--- src/rtl/nibble_serial_adder.sv ---
// Adds two NIBBLES*4-bit operands one nibble per clock through an external 4-bit adder, LSB first.
// Latency: operands accepted at edge E, result valid after edge E+NIBBLES.
// Backpressure: accepts only in IDLE; result held in DONE until out_ready.
module nibble_serial_adder #(
  parameter int NIBBLES = 4
) (
  input  logic                 clk,
  input  logic                 rst,
  input  logic                 in_valid,
  output logic                 in_ready,
  input  logic [4*NIBBLES-1:0] in_a,
  input  logic [4*NIBBLES-1:0] in_b,
  input  logic                 in_cin,
  output logic                 out_valid,
  input  logic                 out_ready,
  output logic [4*NIBBLES-1:0] out_sum,
  output logic                 out_cout,
  output logic                 out_ovf,
  output logic [3:0]           add_a,
  output logic [3:0]           add_b,
  output logic                 add_cin,
  input  logic [3:0]           add_sum,
  input  logic                 add_cout
);

  localparam int W  = 4 * NIBBLES;
  localparam int CW = (NIBBLES > 1) ? $clog2(NIBBLES) : 1;
  localparam logic [CW-1:0] LAST = CW'(NIBBLES - 1);

  typedef enum logic [1:0] {
    IDLE = 2'd0,
    RUN  = 2'd1,
    DONE = 2'd2
  } state_t;

  state_t          state;
  logic [W-1:0]    a_sh;
  logic [W-1:0]    b_sh;
  logic [W-1:0]    sum_sh;
  logic            carry;
  logic [CW-1:0]   count;
  logic            a_msb;
  logic            b_msb;
  logic [W-1:0]    sum_nxt;

  // New sum nibble enters at the top so the first (LSB) nibble ends up at the bottom.
  if (NIBBLES == 1) begin : g_one
    assign sum_nxt = add_sum;
  end else begin : g_multi
    assign sum_nxt = {add_sum, sum_sh[W-1:4]};
  end

  // Adder stage is driven only while running; zero otherwise so idle/reset is quiet.
  always_comb begin
    add_a   = 4'd0;
    add_b   = 4'd0;
    add_cin = 1'b0;
    if (state == RUN) begin
      add_a   = a_sh[3:0];
      add_b   = b_sh[3:0];
      add_cin = carry;
    end
  end

  // Result fields come straight from the accumulated registers; meaningful only in DONE.
  assign out_sum  = sum_sh;
  assign out_cout = carry;
  assign out_ovf  = (a_msb == b_msb) && (sum_sh[W-1] != a_msb);

  // Control FSM with registered handshake flags and the serial datapath registers.
  always_ff @(posedge clk or posedge rst) begin
    if (rst) begin
      state     <= IDLE;
      in_ready  <= 1'b1;
      out_valid <= 1'b0;
      a_sh      <= '0;
      b_sh      <= '0;
      sum_sh    <= '0;
      carry     <= 1'b0;
      count     <= '0;
      a_msb     <= 1'b0;
      b_msb     <= 1'b0;
    end else begin
      case (state)
        IDLE: begin
          if (in_valid) begin
            a_sh     <= in_a;
            b_sh     <= in_b;
            carry    <= in_cin;
            count    <= '0;
            a_msb    <= in_a[W-1];
            b_msb    <= in_b[W-1];
            in_ready <= 1'b0;
            state    <= RUN;
          end
        end
        RUN: begin
          sum_sh <= sum_nxt;
          carry  <= add_cout;
          a_sh   <= a_sh >> 4;
          b_sh   <= b_sh >> 4;
          count  <= count + 1'b1;
          if (count == LAST) begin
            out_valid <= 1'b1;
            state     <= DONE;
          end
        end
        DONE: begin
          if (out_ready) begin
            out_valid <= 1'b0;
            in_ready  <= 1'b1;
            state     <= IDLE;
          end
        end
        default: begin
          out_valid <= 1'b0;
          in_ready  <= 1'b1;
          state     <= IDLE;
        end
      endcase
    end
  end

endmodule

--- config.mk ---
export PLATFORM = sky130hd
export DESIGN_NAME = nibble_serial_adder
export DESIGN_NICKNAME = d
export VERILOG_FILES = /design/src/rtl/nibble_serial_adder.sv
export SDC_FILE = /design/constraint.sdc
export NUM_CORES = 1
export LEC_CHECK = 0
export CAP_MARGIN = 25
export CORE_AREA = 2 2 76 78
export CTS_BUF_LIST = sky130_fd_sc_hd__clkbuf_8
export CTS_CLUSTER_SIZE = 12
export DETAILED_ROUTE_END_ITERATION = 7
export DIE_AREA = 0 0 78 80
export PLACE_DENSITY_LB_ADDON = 0.12
export SLEW_MARGIN = 20
export SYNTH_ARGS = -nofsm -noshare
export SYNTH_HDL_FRONTEND = slang
export SYNTH_SLANG_ARGS = --single-unit
--- constraint.sdc ---
create_clock -name clk -period 2.1 [get_ports clk]
set_input_delay 0.42 -clock clk [delete_from_list [all_inputs] [get_ports clk]]
set_output_delay 0.42 -clock clk [all_outputs]
set_load 0.01 [all_outputs]
After elaboration in Yosys (flattened, before gate mapping)
Index checks and enable logic that the tools add are counted.
{"block": "op_classes", "n_addsub": 1, "n_eq_ne": 8, "muxes": 21, "bitwise": 2, "n_reduce_logical": 8}
{"operator": "$pmux 16 s2", "count": 2}
{"operator": "$mux 16", "count": 2}
{"operator": "$reduce_and 3->1", "count": 3}
{"operator": "$mux 2", "count": 4}
{"operator": "$mux 4", "count": 2}
{"operator": "$mux 1", "count": 6}
{"operator": "$pmux 1 s3", "count": 2}
{"operator": "$pmux 2 s3", "count": 1}
{"operator": "$eq 2x2->1 const B", "count": 2}
{"operator": "$ne 2x2->1 const B", "count": 2}
{"operator": "$pmux 2 s2", "count": 1}
{"operator": "$reduce_and 2->1", "count": 2}
{"operator": "$add 2x1->2 const B", "count": 1}
{"operator": "$eq 2x1->1 const B", "count": 1}
{"operator": "$logic_not 2->1", "count": 1}
{"operator": "$ne 2x1->1 const B", "count": 1}
{"operator": "$not 1->1", "count": 2}
{"operator": "$pmux 1 s2", "count": 1}
{"operator": "$reduce_bool 2->1", "count": 1}
{"operator": "$eq 1x1->1", "count": 1}
{"operator": "$logic_and 1x1->1", "count": 1}
{"operator": "$ne 1x1->1", "count": 1}
{"block": "totals", "ff_bits": 57, "inputBits": 42, "output_inout_bits": 29}

Longest topological paths before layout
Gate-level depths: netlist of run 1.
{"block": "depth", "word_depth": 3, "mapped_depth": 5, "ltp_nobuf": 3}

Worst setup path before layout of run 1
Ideal clock, no wire load.
{"block": "synth_timing", "kind": "flip-flop to output port", "startpoint": "reg state[0]", "endpoint": "out add_b[0]", "arrival_ps": 1001, "slack_ps": 679, "path_stages_with_launch": 5, "n_path_buf": 2, "path_cell_list": "dfrtp_1 > nor2b_1 > buf_2 > buf_2 > and2_1"}
{"block": "synth_between", "elab_chain_len": 2}
{"element": "start, declared", "line_no": "36", "source": "state_t state;"}
{"element": "start signal, assigned", "line_no": "73", "source": "state <= IDLE;"}
{"element": "start signal, assigned", "line_no": "94", "source": "state <= RUN;"}
{"element": "start signal, assigned", "line_no": "105", "source": "state <= DONE;"}
{"element": "$eq 2x1->1", "line_no": "58", "source": "if (state == RUN) begin"}
{"element": "$mux 4", "line_no": "58"}
{"element": "end, declared", "line_no": "20", "source": "output logic [3:0] add_b,"}
No other way between the ends.

Worst setup path in the final report of run 1
{"block": "layout_timing", "startpoint": "reg state[1]", "endpoint": "out add_b[2]"}
The elaborated chain is that of the path after synthesis.

==> metrics.txt, run 1 <==
# TYPE chip_impl_metric gauge
chip_impl_info{name="result_of_the_run",value="completed"} 1
chip_impl_info{name="netlist_top_cells_area",value="sky130_fd_sc_hd__dfrtp_1 53%, sky130_fd_sc_hd__nand2_1 8.3%, sky130_fd_sc_hd__o22ai_1 6.6%"} 1
chip_impl_metric{name="timing.final.crit_period",unit="ns"} 2.03
chip_impl_metric{name="ir_drop",unit="uV"} 797
chip_impl_metric{name="final_routed_wire_length_divided_by_cell_count",unit="um"} 14.7
chip_impl_info{name="critical_path_class",value="flop to primary output"} 1
chip_impl_metric{name="wirelength",unit="mm"} 6.10
chip_impl_metric{name="htree_num_levels",unit=""} 3
chip_impl_metric{name="placedInstanceArea",unit="sq um"} 3420
chip_impl_info{name="worstSetupStartpointType",value="flop"} 1
chip_impl_metric{name="starting_utilization_of_the_core_area",unit="%"} 49.3
chip_impl_metric{name="syn_to_final_growth",unit="%"} 37.7
chip_impl_metric{name="synth_cells",unit=""} 264
chip_impl_metric{name="placed_instances",unit=""} 396
chip_impl_info{name="worst_hold_path_type",value="primary input to asynchronous set/reset pin"} 1
chip_impl_metric{name="globalRoute.totalOverflow",unit=""} 0
chip_impl_metric{name="layout.cells.non_filler",unit=""} 415
chip_impl_metric{name="power.share.clock",unit="%"} 17.6
chip_impl_metric{name="placementRows",unit=""} 27
chip_impl_metric{name="vias",unit=""} 2185
chip_impl_metric{name="design.die.area",unit="sq um"} 6240
chip_impl_metric{name="grt_first_pass_wirelength",unit="mm"} 10.2
chip_impl_metric{name="fill_cells",unit=""} 453
chip_impl_metric{name="finalInstanceArea",unit="sq um"} 3670
chip_impl_info{name="root_buffer_selected_by_cts",value="sky130_fd_sc_hd__clkbuf_8"} 1
chip_impl_metric{name="setup_total_negative_slack",unit="ns"} 0
chip_impl_metric{name="cts_hold_repair.buffers",unit=""} 0
chip_impl_metric{name="drt_first_pass_iters",unit=""} 4
chip_impl_metric{name="p_comb_share",unit="%"} 48.2
chip_impl_metric{name="insertedDiodeCount",unit=""} 0
chip_impl_metric{name="clock_sink_count",unit=""} 57
chip_impl_metric{name="boundaryPins",unit=""} 71
chip_impl_metric{name="yosys_warnings",unit=""} 0
chip_impl_metric{name="clk_latency_worst_skew_pair",unit="ns"} 0.33
chip_impl_metric{name="number_of_i_o_port_buffers",unit=""} 70
chip_impl_info{name="tritoncts",value="done"} 1
chip_impl_metric{name="synthDistinctLibCells",unit=""} 35
chip_impl_metric{name="timing.fmax",unit="MHz"} 492
chip_impl_metric{name="finalMaxSlewViolations",unit=""} 0
chip_impl_metric{name="synthesis.nets",unit=""} 307
chip_impl_metric{name="post_synth_instance_area",unit="sq um"} 2660
chip_impl_metric{name="timing_worst_slew_pin_value",unit="ns"} 0.487
chip_impl_metric{name="finish.net_count",unit=""} 382
chip_impl_info{name="post-synth-top-area-cell",value="sky130_fd_sc_hd__dfrtp_1"} 1
chip_impl_metric{name="setup_viol_count_final",unit=""} 0
chip_impl_metric{name="gpl.final_weighted_congestion",unit=""} 0.732
chip_impl_metric{name="critPathRequiredTime",unit="ns"} 1.68
chip_impl_metric{name="crit_fanout",unit=""} 5
chip_impl_metric{name="netlist.area_leader.share",unit="%"} 52.6
chip_impl_metric{name="die_height",unit="um"} 80
chip_impl_metric{name="power-per-cell-area",unit="nW/um^2"} 1570
chip_impl_metric{name="finalHoldViolations",unit=""} 0
chip_impl_metric{name="layout-drive-gt1-share",unit="%"} 14.0
chip_impl_metric{name="period_share",unit="%"} 96.7
chip_impl_metric{name="clock_tree.buffer_depth",unit=""} 2
chip_impl_metric{name="syn_area_per_cell",unit="sq um"} 10.1
chip_impl_metric{name="cts_buffers",unit=""} 9
chip_impl_metric{name="arrival_worst_endpoint",unit="ns"} 1.61
chip_impl_info{name="crit_path_end_kind",value="primary output"} 1
chip_impl_metric{name="cell_internal_pwr",unit="W"} 0.00363
chip_impl_metric{name="total_leakage_power",unit="nW"} 1.65
chip_impl_metric{name="cts.clk_slew.worst_paths",unit="ns"} 0.06
chip_impl_metric{name="synth-seq-area-share",unit="%"} 53.6
chip_impl_metric{name="avgViaCountPerCell",unit=""} 5.27
chip_impl_metric{name="detail-route-antenna-nets",unit=""} 0
chip_impl_metric{name="grt_pass1_vias",unit=""} 2145
chip_impl_metric{name="antenna_found_initial",unit=""} 0
chip_impl_metric{name="p_switching",unit="W"} 0.00214
chip_impl_metric{name="fp.dieW",unit="um"} 78
chip_impl_metric{name="worst_clock_skew",unit="ns"} 0.00558
chip_impl_metric{name="switching_share",unit="%"} 37.1
chip_impl_metric{name="postSynthRegisterBits",unit=""} 57
chip_impl_metric{name="timing.max_slew.rel_slack",unit="%"} 67.5
chip_impl_metric{name="detailed_place_hpwl",unit="mm"} 4.08
chip_impl_metric{name="core_area",unit="sq um"} 5410
chip_impl_metric{name="pin_count_of_the_biggest_net_entering_global_routing",unit=""} 31
chip_impl_metric{name="drc",unit=""} 0
chip_impl_metric{name="total_power",unit="W"} 0.00576
chip_impl_metric{name="dr.first_iter.drc_count",unit=""} 108
chip_impl_metric{name="postLayoutCoreUtil",unit="%"} 67.8
chip_impl_metric{name="timing.max_cap.violations",unit=""} 0
chip_impl_metric{name="pwr-share-seq",unit="%"} 34.2
chip_impl_metric{name="grt_use_total",unit="%"} 21.5
==> power by group through the flow <==
stage                     clock network (W)  logic, W  registers [W]
after CTS                           0.00103   0.00278        0.00197
after detailed placement                  0   0.00275        0.00197
after global placement                    0   0.00267        0.00195
after global routing                0.00109   0.00308        0.00204
final                               0.00101   0.00278        0.00197
after floorplan                           0   0.00169        0.00199
==> path summary, 6_finish.rpt <==
check	slack [ns]	to	depth (start not counted)	startpoint
worst min-delay path	0.42	b_sh[2]	2	rst
max in group asynchronous	1.13	in_ready	3	rst
worst min register to register	0.47	out_sum[1]	2	out_sum[1]
worst max-delay path	0.07	add_b[2]	3	state[1]
min in group clk	0.47	out_sum[1]	2	out_sum[1]
worst max register to register	0.36	out_cout	6	state[0]
==> logic make-up after synthesis <==
| logic type | synth area share [%] |
|---|---|
| compound gates | 20.3 |
| fa+ha+maj | 0.470 |
| buf+inv | 6.72 |
| flops | 53.6 |
| simple gates | 18.9 |
==> per-layer routing <==
layer | vias up | part of all wire, % | wire length, um | global-route usage, %
li1 | 1081 | - | - | -
met1 | 1039 | 45 | 2760 | 27.4
met2 | 54 | 48 | 2940 | 34.2
met3 | 11 | 4.7 | 284 | 5.32
met5 | - | 0 | 0 | 0
met4 | 0 | 1.9 | 115 | 10.5
==> per-stage QoR <==
step	hold WS, ns	worst slack (ns)
after floorplan	0.452	0.282
after global placement	0.456	0.220
after detailed placement	0.461	0.152
after CTS	0.424	0.000480
after global routing	0.466	-0.0000110
final	0.418	0.0691
==> registers in the layout, summed over array words and instances, names as in the netlist, 2 cells and up <==
register and flops:
count 2, state 2, a_sh 16, b_sh 16, out_sum 16
==> area by class of cell <==
type	count	area (sq um)	share of cell area [%]
tap	72	90.1	2.46
clock inverter	4	43.8	1.19
clock buffer	11	151	4.13
sequential	57	1430	39.0
timing repair buffer	81	831	22.7
multi-input combinational	178	1080	29.4
inverter	12	45.0	1.23
==> repair_timing <==
item	4_1_cts	5_1_grt
endpoints found under the setup margin	9	9
setup buffers	0	3
gates resized for setup	3	4
gates cloned	1	0
==> critical path: stages (launching register included) <==
cell                              delay, ns
sky130_fd_sc_hd__dfrtp_2               0.45
sky130_fd_sc_hd__nor2b_4               0.16
sky130_fd_sc_hd__and2_1                0.14
sky130_fd_sc_hd__clkdlybuf4s50_1       0.52
==> Yosys cell counts <==
cell type,number
sky130_fd_sc_hd__a211oi_2,3
sky130_fd_sc_hd__a21oi_1,25
sky130_fd_sc_hd__a22o_1,4
sky130_fd_sc_hd__and2_1,9
sky130_fd_sc_hd__and2b_1,1
sky130_fd_sc_hd__buf_2,8
sky130_fd_sc_hd__buf_4,3
sky130_fd_sc_hd__buf_6,6
sky130_fd_sc_hd__clkbuf_1,1
sky130_fd_sc_hd__dfrtp_1,56
sky130_fd_sc_hd__dfstp_2,1
sky130_fd_sc_hd__ha_1,1
sky130_fd_sc_hd__inv_1,11
sky130_fd_sc_hd__inv_2,1
sky130_fd_sc_hd__nand2_1,59
sky130_fd_sc_hd__nand2b_2,1
sky130_fd_sc_hd__nand2b_4,1
sky130_fd_sc_hd__nand3_1,1
sky130_fd_sc_hd__nor2_1,2
sky130_fd_sc_hd__nor2_2,1
sky130_fd_sc_hd__nor2_4,1
sky130_fd_sc_hd__nor2b_1,1
sky130_fd_sc_hd__nor3_1,3
sky130_fd_sc_hd__nor3b_1,4
sky130_fd_sc_hd__nor3b_2,3
sky130_fd_sc_hd__nor3b_4,1
sky130_fd_sc_hd__nor4b_2,3
sky130_fd_sc_hd__o21ai_0,10
sky130_fd_sc_hd__o21ai_1,4
sky130_fd_sc_hd__o21ai_2,1
sky130_fd_sc_hd__o21bai_4,1
sky130_fd_sc_hd__o22a_1,7
sky130_fd_sc_hd__o22ai_1,28
sky130_fd_sc_hd__o31ai_1,1
sky130_fd_sc_hd__or4b_4,1
==> layout by cell type (no fill, tap or decap), types with 2 or more instances in the layout <==
cell type	count
sky130_fd_sc_hd__inv_2	2
sky130_fd_sc_hd__clkbuf_8	11
sky130_fd_sc_hd__o22a_1	7
sky130_fd_sc_hd__buf_4	8
sky130_fd_sc_hd__inv_1	11
sky130_fd_sc_hd__nor2b_4	2
sky130_fd_sc_hd__nor4b_2	3
sky130_fd_sc_hd__o22ai_1	28
sky130_fd_sc_hd__nand2_1	59
sky130_fd_sc_hd__nor3b_1	4
sky130_fd_sc_hd__nor2_1	2
sky130_fd_sc_hd__a21oi_1	25
sky130_fd_sc_hd__nor3b_2	3
sky130_fd_sc_hd__o21ai_1	4
sky130_fd_sc_hd__buf_12	3
sky130_fd_sc_hd__a22o_1	4
sky130_fd_sc_hd__dfrtp_1	55
sky130_fd_sc_hd__dlymetal6s2s_1	4
sky130_fd_sc_hd__a211oi_2	3
sky130_fd_sc_hd__clkinv_2	2
sky130_fd_sc_hd__o21ai_0	10
sky130_fd_sc_hd__clkdlybuf4s50_1	66
sky130_fd_sc_hd__and2_1	9
sky130_fd_sc_hd__nor3_1	3
Note: power is estimated with default switching activity, not from simulation.
==> inputs of run 2 (changes only) <==
--- a/config.mk
+++ b/config.mk
@@ -6,11 +6,11 @@
 export NUM_CORES = 1
 export LEC_CHECK = 0
 export CAP_MARGIN = 25
-export CORE_AREA = 2 2 76 78
+export CORE_AREA = 2 2 85 87
 export CTS_BUF_LIST = sky130_fd_sc_hd__clkbuf_8
 export CTS_CLUSTER_SIZE = 12
 export DETAILED_ROUTE_END_ITERATION = 7
-export DIE_AREA = 0 0 78 80
+export DIE_AREA = 0 0 87 89
 export PLACE_DENSITY_LB_ADDON = 0.12
 export SLEW_MARGIN = 20
 export SYNTH_ARGS = -nofsm -noshare
==> run 2 against run 1 <==
Net effect: sequential share of layout area up 0.38 points; via count decreased by 1.0%; sequential power is essentially flat; highest routed layer unchanged; global-route usage fell by 4.4 points; die area increased by 24%; clock-buffer cell count grew 1; clock power up 8%; utilization shrank 14 points; sequential cell count stayed put.
==> metrics.txt, run 2 (synthesis results as in run 1) <==
# TYPE chip_impl_metric gauge
chip_impl_info{name="tritoncts",value="done"} 1
chip_impl_metric{name="setup_viol_count_final",unit=""} 0
chip_impl_info{name="crit_end",value="out_ovf"} 1
chip_impl_metric{name="globalRouteMet1Util",unit="%"} 23.2
chip_impl_metric{name="dr.first_iter.drc_count",unit=""} 91
chip_impl_metric{name="crit_fanout",unit=""} 5
chip_impl_metric{name="timing.final.crit_period",unit="ns"} 1.90
chip_impl_metric{name="placementRows",unit=""} 30
chip_impl_metric{name="cts.clk_slew.worst_paths",unit="ns"} 0.07
chip_impl_metric{name="vias",unit=""} 2163
chip_impl_metric{name="finalMaxSlewViolations",unit=""} 0
chip_impl_info{name="critical_path.reg2reg.endpoint",value="a_sh[11]"} 1
chip_impl_metric{name="htree_num_levels",unit=""} 3
chip_impl_metric{name="arrival_worst_endpoint",unit="ns"} 1.48
chip_impl_metric{name="insertedDiodeCount",unit=""} 0
chip_impl_metric{name="clk_latency_worst_skew_pair",unit="ns"} 0.33
chip_impl_metric{name="gpl.final_weighted_congestion",unit=""} 0.756
chip_impl_metric{name="wirelength",unit="mm"} 6.22
chip_impl_metric{name="fill_cells",unit=""} 649
chip_impl_metric{name="multi_input_comb_area",unit="sq um"} 1060
chip_impl_metric{name="grt_pass1_vias",unit=""} 2113
chip_impl_metric{name="reg2reg_depth",unit=""} 5
chip_impl_info{name="final_cell_mix",value="61 x sky130_fd_sc_hd__clkdlybuf4s50_1, 59 x sky130_fd_sc_hd__nand2_1, 56 x sky130_fd_sc_hd__dfrtp_1"} 1
chip_impl_metric{name="fp.dieW",unit="um"} 87
chip_impl_info{name="root_buffer_selected_by_cts",value="sky130_fd_sc_hd__clkbuf_8"} 1
chip_impl_metric{name="clock_sink_count",unit=""} 57
chip_impl_metric{name="use_met3",unit="%"} 4.99
chip_impl_metric{name="detailed_place_hpwl",unit="mm"} 4.15
chip_impl_metric{name="finalHoldViolations",unit=""} 0
chip_impl_info{name="most_common_library_cell_in_the_layout_ignoring_fill_and_taps",value="sky130_fd_sc_hd__clkdlybuf4s50_1"} 1
chip_impl_metric{name="globalRoute.totalOverflow",unit=""} 0
chip_impl_metric{name="globalRouteMet2Util",unit="%"} 25.9
chip_impl_metric{name="period_share",unit="%"} 90.7
chip_impl_metric{name="grt_use_total",unit="%"} 17.1
chip_impl_metric{name="critPathRequiredTime",unit="ns"} 1.68
chip_impl_info{name="highest_utilization_routing_layer_at_the_global_route_stage",value="met2"} 1
chip_impl_metric{name="core_area",unit="sq um"} 6720
chip_impl_metric{name="layout-drive-gt1-share",unit="%"} 13.7
chip_impl_metric{name="timing.fmax",unit="MHz"} 525
chip_impl_metric{name="cts_buffers",unit=""} 9
chip_impl_info{name="worstSetupStartpointType",value="flop"} 1
chip_impl_metric{name="antenna_found_initial",unit=""} 0
chip_impl_metric{name="starting_utilization_of_the_core_area",unit="%"} 39.6
chip_impl_metric{name="total_leakage_power",unit="nW"} 1.60
chip_impl_info{name="grt_setup_unrepaired",value="no"} 1
chip_impl_metric{name="total_power",unit="W"} 0.00568
chip_impl_metric{name="setup.reg_to_reg.worst_slack",unit="ns"} 0.50
chip_impl_metric{name="final_routed_wire_length_divided_by_cell_count",unit="um"} 14.7
chip_impl_metric{name="timing.max_slew.rel_slack",unit="%"} 65.9
chip_impl_metric{name="drt_first_pass_iters",unit=""} 4
chip_impl_info{name="critical_path_class",value="flop to primary output"} 1
chip_impl_metric{name="avgViaCountPerCell",unit=""} 5.13
chip_impl_metric{name="boundaryPins",unit=""} 71
chip_impl_metric{name="die_height",unit="um"} 89
chip_impl_metric{name="syn_to_final_growth",unit="%"} 36.3
chip_impl_metric{name="pin_count_of_the_biggest_net_entering_global_routing",unit=""} 58
chip_impl_info{name="result_of_the_run",value="completed"} 1
chip_impl_metric{name="power-per-cell-area",unit="nW/um^2"} 1570
chip_impl_info{name="worst_hold_path_type",value="primary input to asynchronous set/reset pin"} 1
chip_impl_metric{name="timing.max_cap.violations",unit=""} 0
chip_impl_metric{name="drc",unit=""} 0
chip_impl_info{name="crit-reg2reg-launch",value="state[1]"} 1
chip_impl_metric{name="ir_drop",unit="uV"} 504
chip_impl_metric{name="setup_total_negative_slack",unit="ns"} 0
chip_impl_metric{name="grt_first_pass_wirelength",unit="mm"} 10.2
chip_impl_metric{name="worst_clock_skew",unit="ns"} 0.0104
chip_impl_metric{name="detail-route-antenna-nets",unit=""} 0
chip_impl_metric{name="timing_worst_slew_pin_value",unit="ns"} 0.511
chip_impl_metric{name="layout.area.seq",unit="sq um"} 1430
chip_impl_info{name="cp-startpoint",value="out_sum[15]"} 1
chip_impl_info{name="crit_path_end_kind",value="primary output"} 1
chip_impl_metric{name="finish.net_count",unit=""} 380
chip_impl_metric{name="design.die.area",unit="sq um"} 7740
chip_impl_metric{name="clock_tree.buffer_depth",unit=""} 2
chip_impl_metric{name="number_of_i_o_port_buffers",unit=""} 70
## run 2: critical path: stages (launching register included)
cell                              delay (ns)
sky130_fd_sc_hd__dfrtp_1                0.42
sky130_fd_sc_hd__o21ai_0                0.18
sky130_fd_sc_hd__clkdlybuf4s50_1        0.56
## run 2: area by class of cell
class                      instances  share of cell area [%]
sequential                        57                    39.3
multi-input combinational        177                    29.3
timing repair buffer              80                    21.4
clock buffer                      12                    4.55
tap                               80                    2.76
clock inverter                     4                    1.38
inverter                          12                    1.24
## run 2: report_power, final
part | internal, W | total, W | leakage, nW | switching (W)
Sequential | 0.00163 | 0.00196 | 0.696 | 0.000335
Combinational | 0.00126 | 0.00263 | 0.796 | 0.00136
Clock | 0.000643 | 0.00109 | 0.105 | 0.000447
## run 2: how the worst min path moves through the flow
stage                       to  slack (ns)
detailed placement  out_sum[0]        0.46
global route        out_sum[6]        0.49
floorplan             count[0]        0.45
finish                 b_sh[6]        0.46
global placement    out_sum[1]        0.46
CTS                 out_sum[7]        0.47
## run 2: stage by stage
step | hold WS (ns) | util, % | instances | worst slack [ns] | instance area [sq um]
global route | 0.492 | 54.0 | 422 | 0.0929 | 3630
detailed placement | 0.462 | 50.8 | 405 | 0.156 | 3410
global placement | 0.457 | 50.8 | 405 | 0.205 | 3410
finish | 0.457 | 54.0 | 422 | 0.196 | 3630
floorplan | 0.452 | - | 264 | 0.282 | 2660
CTS | 0.470 | 54.0 | 422 | 0.162 | 3630
## run 2: what timing repair did
item                                    CTS  global route
hold buffers                              0             0
gates resized for setup                  10             0
setup buffers                             1             0
endpoints found under the setup margin    9             0
## run 2: metal layers
| layer | routed length [um] | up-vias |
|---|---|---|
| li1 | - | 1075 |
| met1 | 3050 | 1022 |
| met2 | 2840 | 62 |
| met3 | 283 | 4 |
| met4 | 40 | 0 |
| met5 | 0 | - |
